<file path="config.mk">
export PLATFORM = sky130hd
export DESIGN_NAME = csr_trap_unit
export DESIGN_NICKNAME = d
export VERILOG_FILES = /design/src/rtl/csr_pkg.sv /design/src/rtl/csr_counter64.sv /design/src/rtl/csr_trap_unit.sv
export SDC_FILE = /design/constraint.sdc
export NUM_CORES = 1
export LEC_CHECK = 0
export BUFFER_PORTS_ARGS = -buffer_cell sky130_fd_sc_hd__buf_4
export CORE_MARGIN = 3
export CORE_UTILIZATION = 35
export CTS_CLUSTER_DIAMETER = 50
export CTS_CLUSTER_SIZE = 14
export DETAILED_ROUTE_END_ITERATION = 7
export SLEW_MARGIN = 5
export SYNTH_ARGS = -nofsm -noshare
export SYNTH_HDL_FRONTEND = slang
export SYNTH_SLANG_ARGS = --single-unit
</file>
<file path="constraint.sdc">
create_clock -name clk -period 10.6 [get_ports clk]
set_clock_uncertainty 0.1 [all_clocks]
set_input_delay 0.53 -clock clk [delete_from_list [all_inputs] [get_ports clk]]
set_output_delay 0.53 -clock clk [all_outputs]
set_load 0.03 [all_outputs]
</file>
<file path="src/rtl/csr_pkg.sv">
// Shared constants for the machine-mode CSR file and trap controller.
package csr_pkg;

  typedef enum logic [1:0] {
    CsrOpNone = 2'b00,
    CsrOpRw   = 2'b01,
    CsrOpRs   = 2'b10,
    CsrOpRc   = 2'b11
  } csr_op_e;

  // CSR indices
  localparam logic [11:0] CsrMstatus       = 12'h300;
  localparam logic [11:0] CsrMisa          = 12'h301;
  localparam logic [11:0] CsrMie           = 12'h304;
  localparam logic [11:0] CsrMtvec         = 12'h305;
  localparam logic [11:0] CsrMcountinhibit = 12'h320;
  localparam logic [11:0] CsrMscratch      = 12'h340;
  localparam logic [11:0] CsrMepc          = 12'h341;
  localparam logic [11:0] CsrMcause        = 12'h342;
  localparam logic [11:0] CsrMtval         = 12'h343;
  localparam logic [11:0] CsrMip           = 12'h344;
  localparam logic [11:0] CsrMcycle        = 12'hB00;
  localparam logic [11:0] CsrMinstret      = 12'hB02;
  localparam logic [11:0] CsrMcycleh       = 12'hB80;
  localparam logic [11:0] CsrMinstreth     = 12'hB82;
  localparam logic [11:0] CsrMvendorid     = 12'hF11;
  localparam logic [11:0] CsrMarchid       = 12'hF12;
  localparam logic [11:0] CsrMimpid        = 12'hF13;
  localparam logic [11:0] CsrMhartid       = 12'hF14;

  // Exception and interrupt cause codes
  localparam logic [3:0] ExcIllegal = 4'd2;
  localparam logic [3:0] ExcBreak   = 4'd3;
  localparam logic [3:0] ExcEcall   = 4'd11;
  localparam logic [3:0] IntMsi     = 4'd3;
  localparam logic [3:0] IntMti     = 4'd7;
  localparam logic [3:0] IntMei     = 4'd11;

  // mstatus / mie / mip bit positions
  localparam int unsigned MstatusMie  = 3;
  localparam int unsigned MstatusMpie = 7;
  localparam int unsigned IrqMsiBit   = 3;
  localparam int unsigned IrqMtiBit   = 7;
  localparam int unsigned IrqMeiBit   = 11;

  // Writable-bit masks and hardwired fields
  localparam logic [7:0]  MstatusWmask       = 8'h88;
  localparam logic [63:0] MstatusMpp         = 64'h1800;
  localparam logic [11:0] MieWmask           = 12'h888;
  localparam logic [2:0]  McountinhibitWmask = 3'b101;

endpackage

</file>
<file path="src/rtl/csr_counter64.sv">
// 64-bit event counter with inhibit and split lo/hi CSR write ports.
module csr_counter64 #(
  parameter int unsigned XLEN = 64
) (
  input  logic            clk,
  input  logic            rst,
  input  logic            inc,
  input  logic            inhibit,
  input  logic            wr_lo,
  input  logic            wr_hi,
  input  logic [XLEN-1:0] wdata,
  output logic [63:0]     value
);

  logic [63:0] cnt_q, cnt_d;

  // Explicit writes win over the increment; the unwritten half holds.
  always_comb begin
    cnt_d = cnt_q;
    if (wr_lo) begin
      cnt_d[XLEN-1:0] = wdata;
    end else if (wr_hi) begin
      cnt_d[63:32] = wdata[31:0];
    end else if (inc && !inhibit) begin
      cnt_d = cnt_q + 64'd1;
    end
  end

  // Counter register
  always_ff @(posedge clk) begin
    if (rst) cnt_q <= '0;
    else     cnt_q <= cnt_d;
  end

  assign value = cnt_q;

endmodule

</file>
<file path="src/rtl/csr_trap_unit.sv">
// Machine-mode CSR file, exception/interrupt trap controller and mret handling.
module csr_trap_unit import csr_pkg::*; #(
  parameter int unsigned XLEN        = 64,
  parameter logic [63:0] HARTID      = 64'd0,
  parameter logic [63:0] MTVEC_RESET = 64'd0,
  parameter bit          VECTORED_EN = 1'b1
) (
  input  logic            clk,
  input  logic            rst,
  input  logic            inst_valid,
  input  logic [XLEN-1:0] inst_addr,
  input  logic [11:0]     csr_index,
  input  logic [1:0]      csr_op,
  input  logic [XLEN-1:0] csr_wdata,
  input  logic            inst_ecall,
  input  logic            inst_ebreak,
  input  logic            inst_mret,
  input  logic            irq_mtip,
  input  logic            irq_msip,
  input  logic            irq_meip,
  output logic [XLEN-1:0] csr_rdata,
  output logic            csr_illegal,
  output logic            redirect,
  output logic [XLEN-1:0] redirect_pc,
  output logic            retire
);

  localparam logic [XLEN-1:0] Misa =
      {(XLEN == 32) ? 2'b01 : 2'b10, {(XLEN-11){1'b0}}, 9'h100};

  logic [7:0]      mstatus_q, mstatus_d;
  logic [11:0]     mie_q, mie_d, mip_q;
  logic [2:0]      mcountinhibit_q, mcountinhibit_d;
  logic [XLEN-1:0] mtvec_q, mtvec_d, mepc_q, mepc_d, mcause_q, mcause_d;
  logic [XLEN-1:0] mtval_q, mtval_d, mscratch_q, mscratch_d;
  logic [63:0]     mcycle_val, minstret_val;

  logic            valid, known, read_only, wr_attempt, csr_we;
  logic [XLEN-1:0] wval, mepc_rd, tvec_base;
  logic [11:0]     pending;
  logic            trap, is_irq, is_ebreak, mret_take;
  logic [3:0]      cause;

  assign valid   = inst_valid & ~rst;
  assign mepc_rd = mepc_q & ~XLEN'(1);

  // CSR read mux and address decode
  always_comb begin
    csr_rdata = '0;
    known     = 1'b1;
    read_only = 1'b0;
    case (csr_index)
      CsrMstatus:       csr_rdata = XLEN'(MstatusMpp) | XLEN'(mstatus_q);
      CsrMisa:          begin csr_rdata = Misa; read_only = 1'b1; end
      CsrMie:           csr_rdata = XLEN'(mie_q);
      CsrMtvec:         csr_rdata = mtvec_q;
      CsrMcountinhibit: csr_rdata = XLEN'(mcountinhibit_q);
      CsrMscratch:      csr_rdata = mscratch_q;
      CsrMepc:          csr_rdata = mepc_rd;
      CsrMcause:        csr_rdata = mcause_q;
      CsrMtval:         csr_rdata = mtval_q;
      CsrMip:           begin csr_rdata = XLEN'(mip_q); read_only = 1'b1; end
      CsrMcycle:        csr_rdata = mcycle_val[XLEN-1:0];
      CsrMinstret:      csr_rdata = minstret_val[XLEN-1:0];
      CsrMcycleh: begin
        if (XLEN == 32) csr_rdata = XLEN'(mcycle_val[63:32]);
        else            known = 1'b0;
      end
      CsrMinstreth: begin
        if (XLEN == 32) csr_rdata = XLEN'(minstret_val[63:32]);
        else            known = 1'b0;
      end
      CsrMvendorid:     read_only = 1'b1;
      CsrMarchid:       begin csr_rdata = XLEN'(1); read_only = 1'b1; end
      CsrMimpid:        read_only = 1'b1;
      CsrMhartid:       begin csr_rdata = XLEN'(HARTID); read_only = 1'b1; end
      default:          known = 1'b0;
    endcase
  end

  // Read-modify-write operand and legality; rs/rc with zero operand is a pure read
  always_comb begin
    wval = csr_wdata;
    unique case (csr_op)
      CsrOpRs: wval = csr_rdata | csr_wdata;
      CsrOpRc: wval = csr_rdata & ~csr_wdata;
      default: wval = csr_wdata;
    endcase
    wr_attempt  = (csr_op == CsrOpRw) || ((csr_op != CsrOpNone) && (|csr_wdata));
    csr_illegal = (csr_op != CsrOpNone) && (!known || (read_only && wr_attempt));
  end

  // Trap arbitration: interrupts first, then synchronous exceptions
  always_comb begin
    pending   = mip_q & mie_q & {12{mstatus_q[MstatusMie]}};
    trap      = 1'b0;
    is_irq    = 1'b0;
    is_ebreak = 1'b0;
    cause     = 4'd0;
    if (valid) begin
      trap = 1'b1;
      if (pending[IrqMeiBit])      begin is_irq = 1'b1; cause = IntMei; end
      else if (pending[IrqMsiBit]) begin is_irq = 1'b1; cause = IntMsi; end
      else if (pending[IrqMtiBit]) begin is_irq = 1'b1; cause = IntMti; end
      else if (csr_illegal)        cause = ExcIllegal;
      else if (inst_ecall)         cause = ExcEcall;
      else if (inst_ebreak)        begin cause = ExcBreak; is_ebreak = 1'b1; end
      else                         trap = 1'b0;
    end
    mret_take = valid & inst_mret & ~trap;
    retire    = valid & ~trap;
    csr_we    = valid & wr_attempt & ~csr_illegal & ~trap;
  end

  // Redirect target: mtvec base (plus 4*cause for vectored interrupts) or mepc
  always_comb begin
    tvec_base   = {mtvec_q[XLEN-1:2], 2'b00};
    redirect    = trap | mret_take;
    redirect_pc = '0;
    if (trap) begin
      redirect_pc = (is_irq && mtvec_q[1:0] == 2'b01) ? tvec_base + XLEN'({cause, 2'b00})
                                                      : tvec_base;
    end else if (mret_take) begin
      redirect_pc = mepc_rd;
    end
  end

  // CSR next state: explicit writes, then trap entry or mret
  always_comb begin
    mstatus_d       = mstatus_q;
    mie_d           = mie_q;
    mcountinhibit_d = mcountinhibit_q;
    mtvec_d         = mtvec_q;
    mepc_d          = mepc_q;
    mcause_d        = mcause_q;
    mtval_d         = mtval_q;
    mscratch_d      = mscratch_q;
    if (csr_we) begin
      case (csr_index)
        CsrMstatus:       mstatus_d = wval[7:0] & MstatusWmask;
        CsrMie:           mie_d = wval[11:0] & MieWmask;
        CsrMcountinhibit: mcountinhibit_d = wval[2:0] & McountinhibitWmask;
        CsrMtvec: begin
          mtvec_d = {wval[XLEN-1:2], mtvec_q[1:0]};
          if (wval[1:0] == 2'b00)      mtvec_d[1:0] = 2'b00;
          else if (wval[1:0] == 2'b01) mtvec_d[1:0] = VECTORED_EN ? 2'b01 : 2'b00;
        end
        CsrMepc:          mepc_d = wval;
        CsrMcause:        mcause_d = wval;
        CsrMtval:         mtval_d = wval;
        CsrMscratch:      mscratch_d = wval;
        default: ;
      endcase
    end
    if (trap) begin
      mepc_d                 = inst_addr;
      mcause_d               = {is_irq, (XLEN-1)'(cause)};
      mtval_d                = is_ebreak ? inst_addr : '0;
      mstatus_d[MstatusMpie] = mstatus_q[MstatusMie];
      mstatus_d[MstatusMie]  = 1'b0;
    end else if (mret_take) begin
      mstatus_d[MstatusMie]  = mstatus_q[MstatusMpie];
      mstatus_d[MstatusMpie] = 1'b1;
    end
  end

  // CSR state registers; mip samples the interrupt levels once
  always_ff @(posedge clk) begin
    if (rst) begin
      mstatus_q       <= '0;
      mie_q           <= '0;
      mip_q           <= '0;
      mcountinhibit_q <= '0;
      mtvec_q         <= MTVEC_RESET[XLEN-1:0];
      mepc_q          <= '0;
      mcause_q        <= '0;
      mtval_q         <= '0;
      mscratch_q      <= '0;
    end else begin
      mstatus_q       <= mstatus_d;
      mie_q           <= mie_d;
      mip_q           <= {irq_meip, 3'b000, irq_mtip, 3'b000, irq_msip, 3'b000};
      mcountinhibit_q <= mcountinhibit_d;
      mtvec_q         <= mtvec_d;
      mepc_q          <= mepc_d;
      mcause_q        <= mcause_d;
      mtval_q         <= mtval_d;
      mscratch_q      <= mscratch_d;
    end
  end

  csr_counter64 #(
    .XLEN (XLEN)
  ) u_mcycle (
    .clk     (clk),
    .rst     (rst),
    .inc     (1'b1),
    .inhibit (mcountinhibit_q[0]),
    .wr_lo   (csr_we && csr_index == CsrMcycle),
    .wr_hi   (csr_we && csr_index == CsrMcycleh),
    .wdata   (wval),
    .value   (mcycle_val)
  );

  csr_counter64 #(
    .XLEN (XLEN)
  ) u_minstret (
    .clk     (clk),
    .rst     (rst),
    .inc     (retire),
    .inhibit (mcountinhibit_q[2]),
    .wr_lo   (csr_we && csr_index == CsrMinstret),
    .wr_hi   (csr_we && csr_index == CsrMinstreth),
    .wdata   (wval),
    .value   (minstret_val)
  );

endmodule

</file>
==> out/results.tsv <==
metric	value	unit
ir_drop	0.159	mV
synth_area_leaders	dfxtp_1 34%, nand2_1 9.0%, a211oi_1 6.6%	
cts-resized-gates	0	
crit_arrival	7.14	ns
post-route-min-period	7.77	ns
cellPowerDensity	135	nW/um^2
setup_viol	0	
max_freq	129	MHz
grt_pass1_wl	173000	um
synthMostInstantiatedCell	nand2_1	
ys_types	78	
grt-ovfl-total	0	
vias	27700	
hp-class	primary input to register	
layout-drive-gt1-share	0.169	
drc	0	
post-dp-hpwl	78300	um
cap_violations	0	
htree_levels	2	
clk_latency	0.64	ns
routed_wl	118000	um
drt_first_pass_iters	7	
required	9.97	ns
cts_buffers	58	
hold_violations	0	
rows	100	
grt_start_max_net_pins	110	
crit_path_end_kind	primary output	
outcome	complete, no violations	
syn_area	26800	um^2
synth_nets	3571	
worst_pin_slew	1.28	ns
yosysTopAreaCellShare	0.341	
worst_slack	2.83	ns
synthCells	3413	
crit_path_start_kind	primary input	
vias_per_cell	6.09	
path_clk_slew	0.07	ns
groute.usage.overall	0.286	
yosys.area.top_type	dfxtp_1	
nets	3689	
syn_area_per_cell	7.85	um^2
drv_slew	0	
fillers	7601	
crit_path_max_incr_delay	0.98	ns
drtIter0Drc	2899	
ant_nets	0	
crit_chain	buf_4 > nor4_1 > nand4_1 > nor3_4 > nand4_4 > nand3_1 > and3_1 > ha_1 > fa_1 > a21o_1 > a21oi_1 > or4_1 > nor2_2 > nand3_1 > xnor2_1 > o21ai_0 > buf_4	
antenna_found_initial	10	
async_flop_share	0	
rsz0062_at_grt	false	
final_util	0.421	
synth-seq-cells	456	
reg2reg_slack	6.17	ns
place.gp.congestion	0.914	
cts_root_buffer	clkbuf_16	
start_util	0.357	
p_leak	10.6	nW
clk_path_buf_depth	3	
cts.sinks	456	
ioPinCount	282	
fp.dieH	283	um
place_ws	3.04	ns
finalSetupTns	0	ns
cts_tree	yes	
grt_pass1_vias	25600	
wl_per_cell	26.0	um
power	0.00428	W
yosys_most_used_dff	dfxtp_1	
core_area	75100	um^2
cp_slowest_cell	nor4_1	
synth_warnings	0	
crit_fanout	36	
die_w	283	um
die_area	79900	um^2
area_growth	18.1	%
ys_seq_area_frac	0.341	
post-route-period-util	0.733	
worst-setup-path-type	primary input to primary output	
io_buffers	280	
synth_edf_count	0	
synth_common_cells	642 x nand2_1, 456 x dfxtp_1, 282 x nor2_1, 237 x a211oi_1, 227 x a21oi_1	
maxSlewHeadroom	0.136	
==> through the flow <==
stage               hold slack [ns]  instance area, um^2  std cells
floorplan                     0.329                26800       3413
global placement              0.335                29500       4437
detailed placement            0.341                29500       4437
CTS                          0.0304                31600       4550
global route                 0.0380                31600       4553
finish                       0.0434                31600       4554
==> metal layers <==
metal,global-route usage,up-vias,routed length (um)
li1,-,12700,-
met1,0.378,13500,48300
met2,0.456,1336,53900
met5,0,-,53
met3,0.0571,248,11200
met4,0.117,8,4940
==> registers in the layout (all words and copies together), names as in the netlist, 3 cells and up <==
signal	count
mtval_q	64
mepc_q	63
u_mcycle.value	64
mcause_q	64
mip_q	3
mtvec_q	63
u_minstret.value	64
mscratch_q	64
mie_q	3
==> cell families after synthesis <==
family / synth area share
flops: 0.341
fa+ha+maj: 0.00355
other cells: 0.000140
compound gates: 0.239
buf+inv: 0.0516
simple gates: 0.234
mux: 0.0795
xor+xnor: 0.0520
==> power breakdown <==
part	internal [W]	leakage (nW)	switching, W
logic	0.000124	5.92	0.000244
registers	0.00175	3.70	0.0000247
clock network	0.00121	0.996	0.000928
total	0.00308	10.6	0.00120
==> layout make-up <==
| class | instances | area [um^2] | share of cell area |
|---|---|---|---|
| sequential | 456 | 9130 | 0.289 |
| multi-input combinational | 2623 | 16400 | 0.520 |
| tap | 969 | 1210 | 0.0383 |
| inverter | 49 | 184 | 0.00581 |
| timing repair buffer | 343 | 2600 | 0.0823 |
| clock buffer | 64 | 1550 | 0.0488 |
| antenna | 4 | 10.0 | 0.000316 |
| clock inverter | 46 | 518 | 0.0164 |
==> cell usage in the layout, fill, tap and decap left out, types with 33 or more instances in the layout <==
master     instances
a22oi_1           84
a211oi_1         236
mux4_2            42
dfxtp_1          456
nor2_1           280
nor3_1            97
buf_4            338
clkbuf_16         59
a22o_1            42
inv_1             47
a21oi_1          227
nand4_1           56
and3_1            33
xor2_1            69
nand3_1           87
o21ai_0          163
mux2i_1           88
and4_1            37
xnor2_1           90
nand2_1          639
==> path summary, 6_finish.rpt <==
check / startpoint / endpoint / cells past startpoint
worst min register to register: mscratch_q[31] / mscratch_q[31] / 2
worst max register to register: mstatus_q[3] / mcause_q[57] / 9
worst min-delay path: inst_addr[51] / mtval_q[51] / 3
worst max-delay path: csr_wdata[39] / redirect_pc[44] / 17
==> what timing repair did <==
action / 4_1_cts / 5_1_grt
buffers inserted: 0 / 0
hold buffers: 3 / 0
hold endpoints to repair: 3 / 0
==> worst max-delay path, delay by kind of cell <==
kind / cells / cell delay, ns
simple gates: 9 / 5.01
xor+xnor: 1 / 0.19
fa+ha+maj: 2 / 0.42
buf+inv: 2 / 0.36
compound gates: 3 / 0.60
Power figures use the tool's default switching activity.
